`config.mk`:
```
export PLATFORM = sky130hd
export DESIGN_NAME = multi_reaction_timer
export DESIGN_NICKNAME = d
export VERILOG_FILES = /design/src/rtl/reaction_pkg.sv /design/src/rtl/ms_tick_gen.sv /design/src/rtl/multi_reaction_timer.sv
export SDC_FILE = /design/constraint.sdc
export NUM_CORES = 1
export LEC_CHECK = 0
export BUFFER_PORTS_ARGS = -buffer_cell sky130_fd_sc_hd__buf_2
export CAP_MARGIN = 20
export CORE_ASPECT_RATIO = 2
export CORE_MARGIN = 3
export CORE_UTILIZATION = 40
export CTS_BUF_LIST = sky130_fd_sc_hd__clkbuf_8
export DETAILED_ROUTE_END_ITERATION = 8
export PLACE_DENSITY_LB_ADDON = 0.3
export SYNTH_ARGS = -nofsm -noshare
export SYNTH_HDL_FRONTEND = slang
export SYNTH_SLANG_ARGS = --single-unit
```
`constraint.sdc`:
```
create_clock -name clock -period 8.3 [get_ports clock]
set_clock_uncertainty 0.15 [all_clocks]
set_input_delay 0.415 -clock clock [delete_from_list [all_inputs] [get_ports clock]]
set_output_delay 0.415 -clock clock [all_outputs]
set_load 0.02 [all_outputs]
```
`src/rtl/reaction_pkg.sv`:
```
// Shared types and constants for the multi-player reaction timer.
//   state_t     : round FSM states
//   status_t    : 3-bit per-player result code
//   LFSR_SEED   : power-on value of the delay LFSR
//   LFSR_TAPS   : feedback taps (x^16+x^14+x^13+x^11, right-shifting form)
//   lfsr_next() : one LFSR step
package reaction_pkg;

    typedef enum logic [1:0] {IDLE, ARMED, MEASURE, DONE} state_t;

    typedef logic [2:0] status_t;
    localparam status_t ST_NONE        = 3'd0;
    localparam status_t ST_OK          = 3'd1;
    localparam status_t ST_FALSE_START = 3'd2;
    localparam status_t ST_TOO_FAST    = 3'd3;
    localparam status_t ST_NO_RESPONSE = 3'd4;

    localparam logic [15:0] LFSR_SEED = 16'hACE1;
    // Bits 0,2,3,5 of a right-shifting register realise x^16+x^14+x^13+x^11.
    localparam logic [15:0] LFSR_TAPS = 16'h002D;

    // A non-zero state never maps to zero, so the sequence can't lock up.
    function automatic logic [15:0] lfsr_next(input logic [15:0] s);
        return {^(s & LFSR_TAPS), s[15:1]};
    endfunction

endpackage

```
`src/rtl/ms_tick_gen.sv`:
```
// Millisecond prescaler: pulses tick once every CLK_PER_MS cycles.
//   clock   in  system clock
//   reset   in  asynchronous active-low reset
//   restart in  synchronous restart; next tick comes CLK_PER_MS cycles later
//   tick    out 1-cycle pulse per millisecond
module ms_tick_gen #(
    parameter int CLK_PER_MS = 1000
) (
    input  logic clock,
    input  logic reset,
    input  logic restart,
    output logic tick
);
    localparam int CW = (CLK_PER_MS > 1) ? $clog2(CLK_PER_MS) : 1;
    localparam logic [CW-1:0] LAST = CW'(CLK_PER_MS - 1);

    logic [CW-1:0] cnt;

    always_ff @(posedge clock or negedge reset) begin
        if (!reset)                        cnt <= '0;
        else if (restart || cnt == LAST)   cnt <= '0;
        else                               cnt <= cnt + CW'(1);
    end

    // A restart cycle never ticks, so the first ms after restart is full length.
    assign tick = !restart && (cnt == LAST);

endmodule

```
`src/rtl/multi_reaction_timer.sv`:
```
// N-player reaction-time tester.
// A start rising edge (from IDLE/DONE) arms a round: after a pseudo-random
// delay the stimulus rises and each player's first react is timed in ms.
// Reacting early is a false start; a time below MIN_REACT is too fast; no
// react within TIMEOUT ms is no-response. The fastest OK player wins.
//   clock, reset  : system clock, asynchronous active-low reset
//   start         : debounced level, rising edge arms a round
//   react         : debounced per-player level
//   stimulus      : high while measuring
//   busy          : high while armed or measuring
//   done          : 1-cycle pulse when results become final
//   t_react       : per-player time (ms), player i at [i*TIME_W +: TIME_W]
//   status        : per-player 3-bit status code
//   winner        : index of fastest OK player (lowest index on ties)
//   winner_valid  : high in DONE when at least one player is OK
// Build option BEST_TIME_EN adds best_time: per-player minimum OK time across
// rounds, all-ones after reset, updated when a round completes.
module multi_reaction_timer
    import reaction_pkg::*;
#(
    parameter int N_PLAYERS  = 4,
    parameter int CLK_PER_MS = 1000,
    parameter int TIME_W     = 14,
    parameter int MIN_DELAY  = 1000,
    parameter int RAND_W     = 11,
    parameter int MIN_REACT  = 64,
    parameter int TIMEOUT    = 10000
) (
    input  logic                                                clock,
    input  logic                                                reset,
    input  logic                                                start,
    input  logic [N_PLAYERS-1:0]                                react,
    output logic                                                stimulus,
    output logic                                                busy,
    output logic                                                done,
    output logic [N_PLAYERS*TIME_W-1:0]                         t_react,
    output logic [N_PLAYERS*3-1:0]                              status,
    output logic [((N_PLAYERS > 1) ? $clog2(N_PLAYERS) : 1)-1:0] winner,
    output logic                                                winner_valid
`ifdef BEST_TIME_EN
    ,
    output logic [N_PLAYERS*TIME_W-1:0]                         best_time
`endif
);
    localparam int WIN_W   = (N_PLAYERS > 1) ? $clog2(N_PLAYERS) : 1;
    localparam int DLY_MAX = MIN_DELAY + (1 << RAND_W) - 1;
    // The ms counter must hold both the longest delay and TIMEOUT.
    localparam int CNT_W   = ($clog2(DLY_MAX + 1) > TIME_W) ? $clog2(DLY_MAX + 1) : TIME_W;
    localparam logic [CNT_W-1:0]  TIMEOUT_C   = CNT_W'(TIMEOUT);
    localparam logic [TIME_W-1:0] MIN_REACT_C = TIME_W'(MIN_REACT);

    state_t                             state, state_nxt;
    logic [15:0]                        lfsr;
    logic                               start_q, accept, restart, tick, done_q;
    logic [CNT_W-1:0]                   ms_cnt, delay;
    logic [N_PLAYERS-1:0][TIME_W-1:0]   t_q, t_nxt;
    status_t [N_PLAYERS-1:0]            st_q, st_nxt;
    logic [N_PLAYERS-1:0]               res_nxt;
    logic [WIN_W-1:0]                   win_idx;
    logic                               win_ok;
    logic [TIME_W-1:0]                  win_t;

    // Start is only honoured from IDLE/DONE; it takes priority over react.
    assign accept  = start && !start_q && (state == IDLE || state == DONE);
    assign restart = (state_nxt != state);

    ms_tick_gen #(.CLK_PER_MS(CLK_PER_MS)) u_tick (
        .clock   (clock),
        .reset   (reset),
        .restart (restart),
        .tick    (tick)
    );

    // Per-player result latches. A player with a non-NONE status is resolved
    // and ignores further reacts until the next round clears it.
    always_comb begin
        st_nxt = st_q;
        t_nxt  = t_q;
        for (int i = 0; i < N_PLAYERS; i++) begin
            case (state)
                IDLE, DONE: begin
                    if (accept) begin
                        st_nxt[i] = ST_NONE;
                        t_nxt[i]  = '0;
                    end
                end
                ARMED: begin
                    if (react[i]) st_nxt[i] = ST_FALSE_START;
                end
                MEASURE: begin
                    if (st_q[i] == ST_NONE) begin
                        // A react in the timeout cycle still counts as a latch.
                        if (react[i]) begin
                            t_nxt[i]  = ms_cnt[TIME_W-1:0];
                            st_nxt[i] = (ms_cnt[TIME_W-1:0] >= MIN_REACT_C) ? ST_OK : ST_TOO_FAST;
                        end else if (ms_cnt == TIMEOUT_C) begin
                            t_nxt[i]  = TIME_W'(TIMEOUT);
                            st_nxt[i] = ST_NO_RESPONSE;
                        end
                    end
                end
                default: ;
            endcase
            res_nxt[i] = (st_nxt[i] != ST_NONE);
        end
    end

    // FSM: state register
    always_ff @(posedge clock or negedge reset) begin
        if (!reset) state <= IDLE;
        else        state <= state_nxt;
    end

    // FSM: next state. Timeout marks every open player, so "all resolved"
    // covers both normal completion and timeout out of MEASURE.
    always_comb begin
        state_nxt = state;
        case (state)
            IDLE, DONE: if (accept) state_nxt = ARMED;
            ARMED: begin
                if (&res_nxt)             state_nxt = DONE;
                else if (ms_cnt >= delay) state_nxt = MEASURE;
            end
            MEASURE: if (&res_nxt) state_nxt = DONE;
            default: state_nxt = IDLE;
        endcase
    end

    // Fastest OK player; strict compare keeps the lowest index on ties.
    always_comb begin
        win_idx = '0;
        win_ok  = 1'b0;
        win_t   = '0;
        for (int i = 0; i < N_PLAYERS; i++) begin
            if (st_q[i] == ST_OK && (!win_ok || t_q[i] < win_t)) begin
                win_ok  = 1'b1;
                win_t   = t_q[i];
                win_idx = WIN_W'(i);
            end
        end
    end

    // FSM: outputs
    always_comb begin
        stimulus     = (state == MEASURE);
        busy         = (state == ARMED) || (state == MEASURE);
        done         = done_q;
        winner       = (state == DONE) ? win_idx : '0;
        winner_valid = (state == DONE) && win_ok;
    end

    always_ff @(posedge clock or negedge reset) begin
        if (!reset) begin
            lfsr    <= LFSR_SEED;
            start_q <= 1'b0;
            ms_cnt  <= '0;
            delay   <= '0;
            t_q     <= '0;
            st_q    <= '0;
            done_q  <= 1'b0;
        end else begin
            lfsr    <= lfsr_next(lfsr);
            start_q <= start;
            t_q     <= t_nxt;
            st_q    <= st_nxt;
            done_q  <= (state_nxt == DONE) && (state != DONE);
            if (accept) delay <= CNT_W'(MIN_DELAY) + CNT_W'(lfsr[RAND_W-1:0]);
            // Cleared on every state change; saturates instead of wrapping.
            if (restart)                    ms_cnt <= '0;
            else if (tick && ms_cnt != '1)  ms_cnt <= ms_cnt + CNT_W'(1);
        end
    end

    assign t_react = t_q;
    assign status  = st_q;

`ifdef BEST_TIME_EN
    logic [N_PLAYERS-1:0][TIME_W-1:0] best_q;

    always_ff @(posedge clock or negedge reset) begin
        if (!reset) begin
            best_q <= '1;
        end else if (state_nxt == DONE && state != DONE) begin
            for (int i = 0; i < N_PLAYERS; i++)
                if (st_nxt[i] == ST_OK && t_nxt[i] < best_q[i]) best_q[i] <= t_nxt[i];
        end
    end

    assign best_time = best_q;
`endif

endmodule
```
* Word-level counts from Yosys, hierarchy flattened
Cells that the tools add are included.
Widths: inputs -> output; s select.
** Word-level totals
- Bits in registers :: 126
- Latch bits :: 0
- RAM bits :: 0
- Memory bits (read-only) :: 0
- Bits of input ports :: 7
- Output and inout bits :: 74
- Word-level logic and storage cells :: 141
- Memories :: 0
** Operators by class
- Add/subtract/negate cells :: 3
- Multipliers :: 0
- Div/mod/pow operators :: 0
- $lt $le $gt $ge :: 5
- Equality and inequality tests :: 22
- Shift operators :: 0
- Muxes and demuxes :: 58
- Bitwise logic cells :: 0
- Reductions and logical operators :: 38
** Operators by type and width (count)
- $mux 14 :: 15
- $pmux 14 s2 :: 4
- $mux 3 :: 20
- $lt 14x14->1 :: 3
- $pmux 3 s3 :: 4
- $reduce_and 4->1 :: 5
- $mux 2 :: 8
- $reduce_xor 16->1 :: 1
- $add 14x1->14 const B :: 1
- $eq 14x14->1 const B :: 1
- $ge 14x14->1 :: 1
- $ge 14x7->1 const B :: 1
- $ne 14x14->1 const B :: 1
- $add 10x11->12 const A :: 1
- $eq 3x1->1 const B :: 4
- $logic_not 3->1 :: 4
- $ne 3x2->1 const B :: 4
- $reduce_bool 3->1 :: 4
- $add 10x1->10 const B :: 1
- $eq 10x10->1 const B :: 1
- $mux 10 :: 1
- $logic_and 1x1->1 :: 9
- $ne 2x1->1 const B :: 4
- $eq 2x2->1 const B :: 3
- other kinds (10) :: 25

* Logic depth before layout (Yosys ltp)
- Depth in word-level cells :: 15
- Gate-level depth with buffers :: 31
- Depth with buffers taken out :: 25

* Hierarchy
Synthesis repeated with hierarchy kept, for this count alone.
** Second synthesis, totals
- Cell total of the unflattened synthesis :: 854
- Area, all modules :: 7602.3 sq um
** By module, submodules not included
- multi_reaction_timer :: times used 1, cells an instance 802, area an instance 7069.3 sq um, sequential area each 2862.7 sq um
- ms_tick_gen :: times used 1, cells an instance 52, area an instance 533.0 sq um, sequential area each 250.2 sq um

* Worst setup path before layout
Ideal clock, no wire load.
- Kind :: register to output
- Start point :: register st_q, in the netlist status[1]
- End point :: output port winner[0] (netlist bit)
- Data arrival time :: 7.462 ns
- Data required time :: 7.735 ns
- Setup slack :: 0.273 ns
- Stages on the path, launching flop included :: 31
- Path buffers :: 7
- Cell sequence :: dfrtp_1 -> clkbuf_1 -> nor3b_1 -> clkbuf_1 -> buf_1 -> nand2_1 -> ha_1 -> a21oi_1 -> nand2_1 -> a2111oi_0 -> a21oi_1 -> buf_2 -> buf_2 -> a31oi_1 -> ha_1 -> o31a_1 -> a221o_1 -> a32oi_1 -> nand3_1 -> nand2b_1 -> clkbuf_1 -> buf_2 -> mux2_2 -> ha_1 -> o21ai_0 -> o21ai_0 -> a221oi_1 -> o2111ai_1 -> nand4b_1 -> o31ai_1 -> o21bai_1
** On the way
- Longest elaborated chain between the ends :: 15
- Elaborated cells between the ends (all ways) :: 23
- Those cells by class :: order compare (3); eq/ne (1); mux (10); reduce/logical (9)
** Ends and longest elaborated chain
- start, declared :: RTL line multi_reaction_timer.sv:57 : status_t [N_PLAYERS-1:0] st_q, st_nxt;
- start signal, assigned :: RTL line multi_reaction_timer.sv:165 : st_q <= st_nxt;
- $eq 3x1->1 (*) :: RTL line multi_reaction_timer.sv:135 : if (st_q[i] == ST_OK && (!win_ok || t_q[i] < win_t)) begin
- $mux 14 or $mux 1 (tied branches) :: RTL line multi_reaction_timer.sv:135
- $lt 14x14->1 or $logic_not 1->1 (tied branches) :: RTL line multi_reaction_timer.sv:135
- $logic_or 1x1->1 :: RTL line multi_reaction_timer.sv:135
- $logic_and 1x1->1 :: RTL line multi_reaction_timer.sv:135
- $mux 14 or $mux 1 (tied branches) :: RTL line multi_reaction_timer.sv:135
- $lt 14x14->1 or $logic_not 1->1 (tied branches) :: RTL line multi_reaction_timer.sv:135
- $logic_or 1x1->1 :: RTL line multi_reaction_timer.sv:135
- $logic_and 1x1->1 :: RTL line multi_reaction_timer.sv:135
- $mux 14 or $mux 1 (tied branches) :: RTL line multi_reaction_timer.sv:135
- $lt 14x14->1 or $logic_not 1->1 (tied branches) :: RTL line multi_reaction_timer.sv:135
- $logic_or 1x1->1 :: RTL line multi_reaction_timer.sv:135
- $logic_and 1x1->1 :: RTL line multi_reaction_timer.sv:135
- $mux 2 (*) :: RTL line multi_reaction_timer.sv:135
- $mux 2 (*) :: RTL line multi_reaction_timer.sv:148 : winner = (state == DONE) ? win_idx : '0;
- end, declared :: RTL line multi_reaction_timer.sv:38 : output logic [((N_PLAYERS > 1) ? $clog2(N_PLAYERS) : 1)-1:0] winner,
Mark *: on every way between the ends. The rest lies on a longest branch, timed or not.

* Worst setup path after layout
Ends and elaborated chain as after synthesis.

==> results.md <==
- Status: finished, final reports clean
- GR Layer Usage met2: 43.7%
- Largest net degree at the start of global routing: 70
- Most common cell after layout, fill and taps aside: nand2_1
- Max-slew headroom: 38.0%
- Reg-to-reg endpoint: u_tick.cnt[0]
- Most frequent cells in the layout: nand2_1, dfrtp_1, o21ai_0
- Register area: 3110 µm²
- Flop2flop setup slack: 4.07 ns
- Final-report hold violation count: 0
- Area leader, netlist: dfrtp_1
- Total GRT Usage: 23.9%
- Worst path max stage delay: 0.47 ns
- Syn-to-layout area delta: 13.7%
- Drt pass-1 iters: 5
- Async SR Flop Fraction: 100%
- Pleak: about 0.0039 µW
- Final Instance Area: 8510 µm²
- Switching power: 594 µW
- Critical Path Source Type: register
- Register area share after synthesis: 41.6%
- TritonCTS clock tree: built
- Reg power frac: 40.8%
- RR Startpoint: state[0]
- Cell variety after synth: 70
- Die H: ~200 µm
- Syn_nets: a little under 900
- Synthesis Warnings: 0
- Sw Share: ~36%
- Synth Register Bits: 124
- GP Congestion: between 1 and 1.5
- CTS Buffer Depth: 2
- # IOs: 81
- Vias in the first global route: 6764
- Final setup violation count: 0
- Crit. End Element: output pin
- Arrival @ worst endpoint: ~7.2 ns
- Num CTS Buffers: 17
- Clk_lat worst skew: 0.46 ns
- Min-Delay Endpoint: t_react[49]
- Routed length per instance: 21.3 µm
- EDFF count, synth: 0
- Port Buffers: 80
- Clock Sink Count: 124
- Fillers: 1775
- Via count: 6612
- HPWL after DPL: 17500 µm
- Syn Inst Count: 820
- CTS clk-pin slew, worst paths: approximately 0.080 ns
- Internal power: 1060 µW
- Hold Path Class: in2reg
- Final Max Slew Viols: 0
- Grt ovf: 0
- Antenna-violating nets left: 0
- Placement Rows: 70
- Critical path fanouts, max: 27
- Power Dens Cells: ~200 nW/µm²
- Setup TNS: 0 ns
- VDD IR max: around 0.094 mV
- Clock share of power: 33.8%
- Slew @ Worst Pin: 0.928 ns
- Die area: ~20000 µm²
- Hold Crit Depth: 3
- First-pass GRT wire length: between 30000 and 40000 µm
- Routed Wire Length: about 24000 µm
- Grt met3 use: 4.19%
- Worst Setup Path Type: reg2out
- Area share of the largest cell type after synthesis: 38.8%
- Final period demand of the worst path: 7.80 ns
- Share of layout cells above drive strength 1: 19.9%
- H-tree depth: 4
- DR vias/cell: ~6
- Tcrit/Tclk final: 94.0%
- Primary FF master, synth: dfrtp_1
- Cell Area, Placed: 8030 µm²
- Max-cap violations: 0
- Initial DRC count: 346
- Clk root buf: clkbuf_8
- Initial Util: between 40% and 50%
- Fmax: 128 MHz
- GR peak layer: met2
- Logic pwr share: 25.4%
- Avg Cell Area, Syn: 9.13 µm²
- Hold path start: react[3]
- Slowest-stage cell, CP: dfrtp_1
- Final #Nets: 945
- Initial antenna violation count: 1
- Drt drc: 0
- Post-synthesis instance area: 7480 µm²
- Hold_ws: roughly 0.19 ns
- Inserted Diodes: 0
- Multi-input gate area: between 4000 and 5000 µm²
- Fin util: a little under half
- Core area: between 15000 and 20000 µm²
- Required time worst endpoint: between 7 and 8 ns
- Worst reg2reg path depth: 10
- Most used cell, CP: ha_1
- Ranking of synthesized cells by area: dfrtp_1, ha_1, nand2_1
- Die Wd: approximately 100 µm
- Met1 usage: 23.1%
per-layer routing:
layer / vias up / wire length, µm
met3: 105 / 956
met4: 2 / 1700
met2: 230 / 13000
met1: 3215 / 7930
met5: - / 13
li1: 3060 / -
registers in the layout, indices dropped and copies added (netlist names):
name        count
status         12
lfsr           16
u_tick.cnt     10
done            1
start_q         1
delay          12
state           2
ms_cnt         14
t_react        56
logic make-up after synthesis:
family	synth area share, %
AOI/OAI and AO/OA	16.4
xor gates and xnor gates	3.51
adders and majority gates	9.70
buffers and inverters	4.88
DFF	41.6
muxes	2.16
and+or+nand+nor	21.7
critical path, delay by kind of cell, from the launching register on:
kind,cells,cell delay (ns)
compound gates,13,2.94
fa+ha+maj,3,0.90
buf+inv,4,0.91
flops,1,0.47
simple gates,7,1.20
mux,1,0.34
worst max-delay path by stage:
stage | startpoint | to | slack [ns] | depth (start not counted)
floorplan | status[1] | winner[0] | 0.27 | 30
global placement | status[1] | winner[0] | 0.69 | 27
detailed placement | status[1] | winner[0] | 0.48 | 27
CTS | status[1] | winner[0] | 0.14 | 27
global route | status[1] | winner[0] | -0.02 | 28
finish | status[1] | winner[0] | 0.50 | 28
cells in the mapped netlist (17+ instances only):
| cell | instances |
|---|---|
| nand2_1 | 130 |
| dfrtp_1 | 116 |
| o21ai_0 | 94 |
| ha_1 | 58 |
| inv_1 | 39 |
| clkbuf_1 | 36 |
| nand3_1 | 33 |
| a21oi_1 | 25 |
| nor2_1 | 25 |
| nor3_1 | 20 |
| nor3_2 | 20 |
| xnor2_1 | 17 |
power by group through the flow:
| stage | clock network (µW) | logic [µW] | registers, µW |
|---|---|---|---|
| 4_1_cts | 571 | 419 | 675 |
| 5_1_grt | 599 | 469 | 680 |
| 6_report | 560 | 420 | 676 |
| 2_1_floorplan | 0 | 288 | 685 |
| 3_3_place_gp | 0 | 416 | 685 |
| 3_5_place_dp | 0 | 417 | 687 |
area by class of cell:
class	instances	share of cell area [%]
Multi-Input combinational cell	608	48.0
Sequential cell	124	36.6
Timing Repair Buffer	90	5.72
Tap cell	216	3.18
Clock buffer	19	3.07
Clock inverter	13	1.76
Inverter	39	1.72
repair_timing:
action / 4_1_cts / 5_1_grt
setup buffers: 0 / 0
hold endpoints to repair: 48 / 0
setup endpoints to repair: 1 / 2
gates resized for setup: 1 / 11
hold buffers: 2 / 0
pin swaps: 0 / 1
metrics by stage:
step	power, µW	cells	setup WS, ns
2_1_floorplan	974	820	0.273
3_3_place_gp	1100	1075	0.689
3_5_place_dp	1100	1075	0.483
4_1_cts	1670	1109	0.135
5_1_grt	1750	1109	-0.0218
6_report	1660	1109	0.498
Note: power is estimated with default switching activity, not from simulation.
